`src/rtl/uart_pixel_packer.sv`:
```
// Packs UART bytes (B, G, R) into one 30-bit pixel written as two 16-bit frame-buffer words.
// Optional idle timeout for partial pixels is enabled with `define PACKER_TIMEOUT_EN.
module uart_pixel_packer #(
    parameter int unsigned HRes       = 640,
    parameter int unsigned VRes       = 480,
    parameter int unsigned TimeoutCyc = 50000
) (
    input  logic        clk_i,
    input  logic        rst_ni,
    input  logic [7:0]  data_i,
    input  logic        write_i,
    input  logic        resync_i,
    input  logic        wr_full_i,
    output logic [15:0] wr1_data_o,
    output logic [15:0] wr2_data_o,
    output logic        wr_o,
    output logic [31:0] pix_cnt_o,
    output logic [15:0] frame_cnt_o,
    output logic        frame_done_o,
    output logic        overflow_o,
    output logic        timeout_o
);

    localparam int unsigned FrameSize = HRes * VRes;
    localparam int unsigned PosW      = (FrameSize > 1) ? $clog2(FrameSize) : 1;
    localparam logic [PosW-1:0] PosLast = PosW'(FrameSize - 1);

    typedef enum logic [1:0] {StWaitB, StWaitG, StWaitR} phase_e;

    phase_e            phase_q, phase_d;
    logic              write_q;
    logic [7:0]        b_q, b_d, g_q, g_d;
    logic              pend_q, pend_d;
    logic [15:0]       wr1_q, wr1_d, wr2_q, wr2_d;
    logic [PosW-1:0]   pos_q, pos_d;
    logic [31:0]       pix_cnt_q, pix_cnt_d;
    logic [15:0]       frame_cnt_q, frame_cnt_d;
    logic              overflow_q, overflow_d;

    logic              accept;
    logic              r_done;
    logic              load_pix;
    logic              drop_pix;
    logic              timeout_fire;
    logic [9:0]        b10, g10, r10;

    // Rising edge of the level strobe; a resync in the same cycle swallows the byte.
    assign accept   = write_i & ~write_q & ~resync_i;
    assign r_done   = accept & (phase_q == StWaitR);
    assign load_pix = r_done & (~pend_q | wr_o);
    assign drop_pix = r_done & pend_q & ~wr_o;

    assign b10 = {b_q, 2'b00};
    assign g10 = {g_q, 2'b00};
    assign r10 = {data_i, 2'b00};

    // ---------------- Phase FSM ----------------
    always_ff @(posedge clk_i or negedge rst_ni) begin
        if (!rst_ni) begin
            phase_q <= StWaitB;
        end else begin
            phase_q <= phase_d;
        end
    end

    always_comb begin
        phase_d = phase_q;
        if (resync_i || timeout_fire) begin
            phase_d = StWaitB;
        end else if (accept) begin
            unique case (phase_q)
                StWaitB: phase_d = StWaitG;
                StWaitG: phase_d = StWaitR;
                default: phase_d = StWaitB;
            endcase
        end
    end

    always_comb begin
        wr_o         = pend_q & ~wr_full_i;
        frame_done_o = wr_o & (pos_q == PosLast);
    end

    // ---------------- Datapath ----------------
    always_comb begin
        b_d         = b_q;
        g_d         = g_q;
        pend_d      = pend_q;
        wr1_d       = wr1_q;
        wr2_d       = wr2_q;
        pos_d       = pos_q;
        pix_cnt_d   = pix_cnt_q;
        frame_cnt_d = frame_cnt_q;
        overflow_d  = overflow_q;

        if (accept && phase_q == StWaitB) b_d = data_i;
        if (accept && phase_q == StWaitG) g_d = data_i;

        if (wr_o) begin
            pend_d    = 1'b0;
            pix_cnt_d = pix_cnt_q + 32'd1;
            if (pos_q == PosLast) begin
                pos_d       = '0;
                frame_cnt_d = frame_cnt_q + 16'd1;
            end else begin
                pos_d = pos_q + PosW'(1);
            end
        end

        if (load_pix) begin
            pend_d = 1'b1;
            wr1_d  = {1'b0, g10[9:5], b10};
            wr2_d  = {1'b0, g10[4:0], r10};
        end
        if (drop_pix) overflow_d = 1'b1;

        if (resync_i) begin
            pend_d     = 1'b0;
            pos_d      = '0;
            overflow_d = 1'b0;
        end
    end

    always_ff @(posedge clk_i or negedge rst_ni) begin
        if (!rst_ni) begin
            write_q     <= 1'b0;
            b_q         <= '0;
            g_q         <= '0;
            pend_q      <= 1'b0;
            wr1_q       <= '0;
            wr2_q       <= '0;
            pos_q       <= '0;
            pix_cnt_q   <= '0;
            frame_cnt_q <= '0;
            overflow_q  <= 1'b0;
        end else begin
            write_q     <= write_i;
            b_q         <= b_d;
            g_q         <= g_d;
            pend_q      <= pend_d;
            wr1_q       <= wr1_d;
            wr2_q       <= wr2_d;
            pos_q       <= pos_d;
            pix_cnt_q   <= pix_cnt_d;
            frame_cnt_q <= frame_cnt_d;
            overflow_q  <= overflow_d;
        end
    end

    assign wr1_data_o  = wr1_q;
    assign wr2_data_o  = wr2_q;
    assign pix_cnt_o   = pix_cnt_q;
    assign frame_cnt_o = frame_cnt_q;
    assign overflow_o  = overflow_q;

    // ---------------- Optional partial-pixel timeout ----------------
`ifdef PACKER_TIMEOUT_EN
    localparam int unsigned IdleW = (TimeoutCyc > 1) ? $clog2(TimeoutCyc) : 1;

    logic [IdleW-1:0] idle_q, idle_d;
    logic             timeout_q;

    always_comb begin
        idle_d       = idle_q;
        timeout_fire = 1'b0;
        if (resync_i || accept || phase_q == StWaitB) begin
            idle_d = '0;
        end else if (idle_q == IdleW'(TimeoutCyc - 1)) begin
            idle_d       = '0;
            timeout_fire = 1'b1;
        end else begin
            idle_d = idle_q + IdleW'(1);
        end
    end

    always_ff @(posedge clk_i or negedge rst_ni) begin
        if (!rst_ni) begin
            idle_q    <= '0;
            timeout_q <= 1'b0;
        end else begin
            idle_q    <= idle_d;
            timeout_q <= timeout_fire;
        end
    end

    assign timeout_o = timeout_q;
`else
    assign timeout_fire = 1'b0;
    assign timeout_o    = 1'b0;
`endif

endmodule

```
`config.mk`:
```
export PLATFORM = sky130hd
export DESIGN_NAME = uart_pixel_packer
export DESIGN_NICKNAME = d
export VERILOG_FILES = /design/src/rtl/uart_pixel_packer.sv
export SDC_FILE = /design/constraint.sdc
export NUM_CORES = 1
export LEC_CHECK = 0
export CAP_MARGIN = 15
export CORE_ASPECT_RATIO = 0.5
export CORE_MARGIN = 4
export CORE_UTILIZATION = 47
export DETAILED_ROUTE_END_ITERATION = 8
export PLACE_DENSITY = 0.89
export SLEW_MARGIN = 25
export SYNTH_ARGS = -nofsm -noshare
export SYNTH_HDL_FRONTEND = slang
export SYNTH_SLANG_ARGS = --single-unit
```
`constraint.sdc`:
```
create_clock -name clk_i -period 1.7 [get_ports clk_i]
set_input_delay 0.17 -clock clk_i [delete_from_list [all_inputs] [get_ports clk_i]]
set_output_delay 0.17 -clock clk_i [all_outputs]
set_load 0.02 [all_outputs]
```
* Word-level counts from Yosys, hierarchy flattened
Cells that the tools add are included.
** Storage, ports and cells
- ROM bits :: 0
- Logic and storage cells :: 50
- Register bits after elaboration :: 112
- Input port bits :: 13
- Memories :: 0
- Bits in writable memories :: 0
- Latch bits :: 0
- Output and inout bits :: 84
** Cells by class
- Order comparisons :: 0
- Div/mod/pow operators :: 0
- Muxes and demuxes :: 11
- Shift-type cells :: 0
- $add $sub $neg :: 3
- Equal/unequal tests :: 3
- Reductions and logical operators :: 8
- Bitwise logic cells :: 14
- $mul :: 0
** Operators by type and width (number)
- 2-to-1 mux 19 bit :: 3
- adder 32 x 1 -> 32 bit (second input constant) :: 1
- adder 19 x 1 -> 19 bit (second input constant) :: 1
- equality test 19 bit (second input constant) :: 1
- adder 16 x 1 -> 16 bit (second input constant) :: 1
- AND 1 bit :: 8
- nonzero test 2 bit :: 3
- 2-to-1 mux 1 bit :: 5
- inverter 1 bit :: 5
- 2-to-1 mux 2 bit :: 2
- case mux 2 bit (2 select lines) :: 1
- nonzero test 3 bit :: 1
- equality test 2 x 1 -> 1 bit (second input constant) :: 1
- equality test 2 bit (second input constant) :: 1
- logical AND 1 bit :: 2
- zero test 2 bit :: 1
- AND reduction 2 bit :: 1
- bitwise OR 1 bit :: 1

* Logic depth before layout (Yosys ltp)
Gate-level depths: netlist of run 1.
- Depth after elaboration :: 8
- Mapped depth :: 7
- Gate-level depth less buffers :: 6

* Worst setup path after synthesis of run 1
OpenSTA, ideal clock, no wires.
- Path type :: register to register
- Start point :: register pos_q[0]
- End point :: register pos_q[10]
- Buffers on the path :: 1
- Cell stages (with the launch flop) :: 8
- Data required time :: 1.580 ns
- Path slack :: -0.399 ns
- Library setup time :: 0.120 ns
- Arrival :: 1.979 ns
- Period minus slack after synthesis :: 2.099 ns
- Path through :: dfrtp_1 > ha_1 > and3_1 > nand4_2 > nor3_1 > or2_2 > buf_2 > nor2_1
** On the way
- Longest elaborated chain between the ends :: 4
- Elaborated cells between the ends (all ways) :: 5
- Those cells by class :: add/sub: 1; eq/ne: 1; mux: 3
** Ends and longest elaborated chain
- from (decl) :: line 35 : logic [PosW-1:0] pos_q, pos_d;
- from (signal assigned) :: line 143 : pos_q <= pos_d;
- adder 19 x 1 -> 19 bit / equality test 19 bit (equally long branches) :: line 106, 102
- 2-to-1 mux 19 bit (*) :: line 102 : if (pos_q == PosLast) begin
- 2-to-1 mux 19 bit (*) :: line 99 : if (wr_o) begin
- 2-to-1 mux 19 bit (*) :: line 117 : if (resync_i) begin
Every way passes the cells marked *; elsewhere a longest branch is shown, timed or not. The select of a mux whose other input is x is not followed.
A chain may end at the register's enable or synchronous reset.

* Final worst setup path of run 1
- Start point :: register pos_q[0]
- End point :: register frame_cnt_q[8] (netlist: frame_cnt_o[8])
** On the way
- Longest elaborated chain between the ends :: 2
** Ends and longest elaborated chain
- equality test 19 bit :: line 102
- AND reduction 2 bit (no source line)
- to (signal assigned) :: line 145 : frame_cnt_q <= frame_cnt_d;
- to (decl) :: line 37 : logic [15:0] frame_cnt_q, frame_cnt_d;
Every way passes these cells.

==> out/results.ini, run 1 <==
[status]
outcome=finished with violations
violations=setup timing

[placement]
dpl.cell_count=697
hpwl_mm=8.23
io_buffers=87
place.gp.congestion=0.855
place_ws_ps=-381

[hold_path]
hold_class=input port to flop
hold_start=write_i

[power_and_ir_drop]
switching_share=0.247
comb_power_share=0.092
report.power.total_w=0.00541
ir_drop_uv=513
clockPowerShare=0.375
seqPwrFrac=0.533
p_per_area_mw_per_mm2=772
intPower_w=0.00407
p_sw_w=0.00134
p_leak_nw=3.32

[critical_path]
crit_required_ps=1950
path_common_cell=buf_6
worstSetupStartpoint=pos_q[0]
endpoint_kind=flop
cp-start-kind=flop
crit_arrival_ps=2170
path_class=flop to flop
crit_chain=ha_2 > and3_4 > nand4_4 > buf_6 > nor4_4 > buf_6 > nand3_2 > xnor2_1
r2r_start=pos_q[0]
crit_family=simple AND/OR/NAND/NOR gates
crit_fanout=6
crit_slowest_cell=dfrtp_1
cp_num_buf_inv=2
critPathMaxStageDelay_ps=400

[die]
die-height_um=80.4
io_pins=97
chipWidth_um=153
rows=26
dieArea_mm2=0.0123
core_area_mm2=0.0102
start_util=0.482

[sta]
drv_slew=0
finalClockSkew_ps=7.58
fin_crit_sh=1.13
period_needed_ps=1920
rsz0062_at_grt=true
hold_viol=0
fmax_mhz=521
fin_setup_tns_ps=-4250
setup_ws_ps=-218
setup_viol=38

[clock_tree]
root_buffer=clkbuf_16
clkTransAtPathRegs_ps=80
htree_levels=3
cts_tree=done
clk_latency_ps=350
cts_num_sinks=112
cts_made_buffers=9
clockBufferDepth=2

[logic_synthesis]
synthDistinctLibCells=43
ys_top_cells_by_area=dfrtp_1 (57%), mux2_2 (9.6%), xnor2_1 (7.3%), xor2_1 (2.8%), nand2_1 (2.7%)
synth-compound-area-share=0.0305
synth_fa_ha_area_frac=0.00763
ys_seq_elements=112
synth_top_family_by_area=simple AND/OR/NAND/NOR gates
synth_flop_cell=dfrtp_1
syn_area_mm2=0.00492
syn_inst=407
ys_seq_area_frac=0.569
synth_mux_area_frac=0.0961
synthXorXnorAreaFrac=0.101
synth_top_area_cell=dfrtp_1
synth-async-reset-ratio=1.00
syn_area_per_cell_um2=12.1
synth_commonest_cells=dfrtp_1 (112), mux2_2 (42), xnor2_1 (41)
synth_simple_gate_area_share=0.168
yosysWarnings=0
synth_top_area_frac=0.569
synth_edf_count=0
yosysMostFrequentCell=dfrtp_1

[layout]
stdcell_count=720
syn2layout_area_growth_pct=42.5
layout-drive-gt1-share=0.319
ff_latch_area_mm2=0.00282
fillers=669
n_antenna_cell=0
multi_input_area_mm2=0.00220
final_nets=591

[routing]
drtIter0Drc=336
viasPerCell=5.53
drcViolationCount=0
drtAntennaViolNets=0
drt-total-wl_mm=13.3
via_count=3984
wire_per_inst_um=18.4
drt-pass1-iter-count=5

[grt]
track_usage=0.200
grt_pass1_wl_mm=19.8
antenna_found_initial=0
grt_pass1_vias=3953
grt_max_degree=34
grt.overflow.total=0

[job]
drv_cap=0

## final cells by class
class / instances / share of cell area
inverter: 5 / 0.00268
timing repair buffer: 166 / 0.217
clock inverter: 7 / 0.00785
multi-input combinational: 281 / 0.314
clock buffer: 9 / 0.0321
sequential: 112 / 0.401
tap: 140 / 0.0250
## power by group through the flow
stage | registers, W | logic [W] | clock network (W)
after floorplan | 0.00297 | 0.000191 | 0
after global placement | 0.00292 | 0.000478 | 0
after detailed placement | 0.00293 | 0.000493 | 0
after CTS | 0.00288 | 0.000502 | 0.00204
after global routing | 0.00290 | 0.000540 | 0.00218
final | 0.00288 | 0.000499 | 0.00203
## worst paths after layout
path	to	slack (ps)	cells after the start
min	write_q	300	1
min reg2reg	frame_cnt_o[15]	460	1
max reg2reg	frame_cnt_o[8]	-220	8
max	frame_cnt_o[8]	-220	8
max in group asynchronous	pix_cnt_o[7]	830	3
min in group asynchronous	pix_cnt_o[31]	320	2
## cells in the final DEF (no fill, tap or decap), types with 3 or more instances in the layout
| cell | count |
|---|---|
| xnor2_1 | 39 |
| dfrtp_2 | 10 |
| buf_6 | 4 |
| buf_4 | 72 |
| and4_1 | 6 |
| clkbuf_16 | 9 |
| conb_1 | 9 |
| xor2_1 | 16 |
| nor2_2 | 3 |
| a22o_1 | 4 |
| nand2_1 | 35 |
| nand4_1 | 17 |
| buf_12 | 4 |
| nor3_4 | 4 |
| inv_1 | 4 |
| dfrtp_1 | 102 |
| nor2_1 | 28 |
| clkdlybuf4s50_1 | 83 |
| mux2_2 | 41 |
| nor3_1 | 3 |
| nand3_1 | 17 |
| nor4_4 | 3 |
| and3_1 | 6 |
## flip-flops by register name (all words and copies together) (netlist names)
signal,cells
pix_cnt_o,32
wr2_data_o,11
wr1_data_o,13
write_q,1
b_q,8
frame_cnt_o,16
pend_q,1
g_q,8
phase_q,2
overflow_o,1
pos_q,19
## cells by family after synthesis
family,after synthesis
other cells,1
compound gates,21
fa+ha+maj,3
flops,112
xor+xnor,57
mux,42
buf+inv,22
simple gates,149
## through the flow
step / instance area (um2) / utilization / hold WS [ps]
2_1_floorplan: 5020 / - / -126
6_report: 7010 / 0.686 / 295
5_1_grt: 7010 / 0.686 / 307
3_5_place_dp: 6540 / 0.640 / 144
3_3_place_gp: 6540 / 0.640 / 143
4_1_cts: 6880 / 0.673 / 293
## metal layers
metal  up-vias  share of wire  routed length [um]  GRT usage
li1       1746              -                   -          -
met5         -              0                   0          0
met2       200           0.50                6660      0.356
met1      1975           0.39                5240      0.249
met3        63          0.062                 826     0.0377
met4         0          0.041                 544     0.0693
## repair_timing
action                                  CTS  global route
endpoints found under the hold margin    29             0
endpoints found under the setup margin   40            47
resized for setup                        17            21
pin swaps                                14            16
hold buffers                              1             0
buffers inserted                          1             5
Power figures use the tool's default switching activity.
==> run 2, diff against run 1 <==
--- a/config.mk
+++ b/config.mk
@@ -8,9 +8,10 @@
 export CAP_MARGIN = 15
 export CORE_ASPECT_RATIO = 0.5
 export CORE_MARGIN = 4
-export CORE_UTILIZATION = 47
+export CORE_UTILIZATION = 57
 export DETAILED_ROUTE_END_ITERATION = 8
-export PLACE_DENSITY = 0.89
+export DONT_BUFFER_PORTS = 1
+export PLACE_DENSITY = 0.87
 export SLEW_MARGIN = 25
 export SYNTH_ARGS = -nofsm -noshare
 export SYNTH_HDL_FRONTEND = slang
==> run 2 against run 1 <==
The run ends with hold timing, setup timing left; non-clock buffer count is 77 lower; sequential share of layout area is 5.3 points higher; count of clock-buffer cells in the layout stayed put; first-iteration DRC count is 45% lower; register-to-register slack better by 98 ps; via count is 15% lower; setup slack better by 62 ps; global-route usage is 1.1 points higher; utilization is 6.9 points higher; critical path type is now flop to output pin.
==> out/results.ini, run 2 (synthesis gave the netlist of run 1 again) <==
[sta]
fin_crit_sh=1.09  ; -0.0364
hold_slack_ps=-485  ; -780 ps
hold_viol=112  ; +112
setup_ws_ps=-157  ; +61.9 ps
rsz0062_at_grt=true
period_needed_ps=1860  ; -61.9 ps
fin_setup_tns_ps=-1150  ; +3100 ps
setup_viol=23  ; -39%
finalClockSkew_ps=7.23  ; -0.353 ps
fmax_mhz=539  ; +3.3%
drv_slew=0  ; unchanged

[power_and_ir_drop]
report.power.total_w=0.00536  ; -0.85%
ir_drop_uv=566  ; +10%
p_per_area_mw_per_mm2=866  ; +12%
p_leak_nw=3.04  ; -8.4%

[clock_tree]
cts_num_sinks=112  ; unchanged
cts_made_buffers=9  ; unchanged
cts_hold_repair.buffers=10  ; +9
htree_levels=3  ; unchanged
clkTransAtPathRegs_ps=70  ; about the same
clk_latency_ps=340  ; about the same
clockBufferDepth=2  ; unchanged
root_buffer=clkbuf_16
cts_tree=done

[status]
outcome=finished with violations
violations=hold timing, setup timing

[routing]
via_count=3394  ; -15%
drtIter0Drc=185  ; -45%
viasPerCell=5.52  ; -0.26%
wire_per_inst_um=16.9  ; -8.4%
drt-pass1-iter-count=4  ; -1
drtAntennaViolNets=0  ; unchanged
drt-total-wl_mm=10.4  ; -22%
drcViolationCount=0  ; unchanged

[placement]
hpwl_mm=7.02  ; -15%
place.gp.congestion=0.921  ; +7.6%
io_buffers=0  ; -100%

[grt]
antenna_found_initial=0  ; unchanged
grt_pass1_wl_mm=17.2  ; -13%
grt_max_degree=113  ; +230%
grt.overflow.total=0  ; unchanged
grt_pass1_vias=3514  ; -11%
track_usage=0.211  ; +0.0110

[layout]
n_antenna_cell=0  ; unchanged
syn2layout_area_growth_pct=25.9
ff_latch_area_mm2=0.00282  ; about the same
layout-drive-gt1-share=0.366  ; +0.0468
largest_register_ffs=32  ; unchanged
final_nets=514  ; -13%
multi_input_area_mm2=0.00221  ; +0.34%
mostFrequentLayoutCells=dfrtp_1 (101), buf_4 (76), mux2_2 (42)
fillers=510  ; -24%
final_common_cell=dfrtp_1

[critical_path]
endpoint_kind=output pin
crit_slowest_cell=dfrtp_1
critPathMaxStageDelay_ps=410  ; about the same
path_class=flop to output pin
crit_chain=nor4_4 > nand4_4 > buf_4 > nor3_4 > buf_6
crit_arrival_ps=1690  ; -480 ps
crit_fanout=2  ; -4
cp_num_buf_inv=2  ; unchanged
cp-start-kind=flop
crit_required_ps=1530  ; -420 ps
crit_family=simple AND/OR/NAND/NOR gates

[die]
dieArea_mm2=0.0103  ; -16%
io_pins=97  ; unchanged
rows=23  ; -12%
die-height_um=73.7  ; -8.3%
chipWidth_um=139  ; -8.7%
start_util=0.600  ; +0.118
core_area_mm2=0.00820  ; -20%

[job]
drv_cap=0  ; unchanged

[hold_path]
hold_class=input port to asynchronous set/reset pin

[run 2: cell count changes in the layout (fill, tap and decap cells not counted), moves of 3 or more]
cell	before	now
nor2_4	0	4
nor2_1	28	24
buf_12	4	0
dlygate4sd3_1	1	10
clkdlybuf4s50_1	83	0
buf_4	72	76
nand3_2	2	5
[run 2: per-layer routing]
layer  share of wire  vias to the layer above  GRT usage
met4           0.015                        0     0.0607
met2            0.49                      109      0.352
met3           0.078                       16     0.0806
met1            0.42                     1676      0.262
li1                -                     1593          -
met5               0                        -          0
[run 2: worst paths after layout]
| kind | endpoint | cells past startpoint | slack (ps) | startpoint |
|---|---|---|---|---|
| setup / recovery | frame_done_o | 5 | -160 | pos_q[16] |
| hold / removal | wr1_data_o[4] | 0 | -480 | rst_ni |
| setup reg to reg | frame_cnt_o[14] | 7 | -120 | pos_q[9] |
| hold reg to reg | wr2_data_o[14] | 1 | 500 | g_q[2] |
| max in group asynchronous | pix_cnt_o[4] | 0 | 2000 | rst_ni |
| min in group clk_i | pend_q | 2 | 20 | wr_full_i |
[run 2: layout make-up]
cell class | count | share of cell area
flip-flops and latches | 112 | 0.454
multi-input cells | 281 | 0.356
repair buffers | 89 | 0.114
clock buffers | 9 | 0.0363
well taps | 112 | 0.0226
clock inverters | 7 | 0.0139
inverters | 5 | 0.00303
[run 2: through the flow]
stage          instances  hold WS, ps  instance area, um2  worst slack, ps   util
2_1_floorplan        415         -126                5020            -26.3      -
3_3_place_gp         578         -122                5560            -4.20  0.677
3_5_place_dp         578         -123                5560            -74.1  0.677
4_1_cts              608         -499                6040             -187  0.737
5_1_grt              615         -510                6200             -251  0.756
6_report             615         -485                6200             -157  0.756
[run 2: power breakdown]
| group | internal, W | leakage, nW | switching, W | total [W] |
|---|---|---|---|---|
| sequential | 0.00280 | 1.51 | 0.000141 | 0.00295 |
| clock | 0.00118 | 0.156 | 0.00100 | 0.00218 |
| combinational | 0.000139 | 1.37 | 0.0000974 | 0.000237 |
| total | 0.00412 | 3.04 | 0.00124 | 0.00536 |
[run 2: what timing repair did]
action                                  CTS  global route
endpoints found under the setup margin   19            44
buffers inserted                          4             7
endpoints found under the hold margin   141           112
gates resized for setup                  12            21
pin swaps                                 6            15
[run 2: worst reg2reg max path, cell delays in order (launching register included)]
cell     delay [ps]
dfrtp_1         410
nand4_1         160
or2_4           300
buf_4           160
nor4_4          200
buf_4           180
nand4_1         130
xnor2_1         160
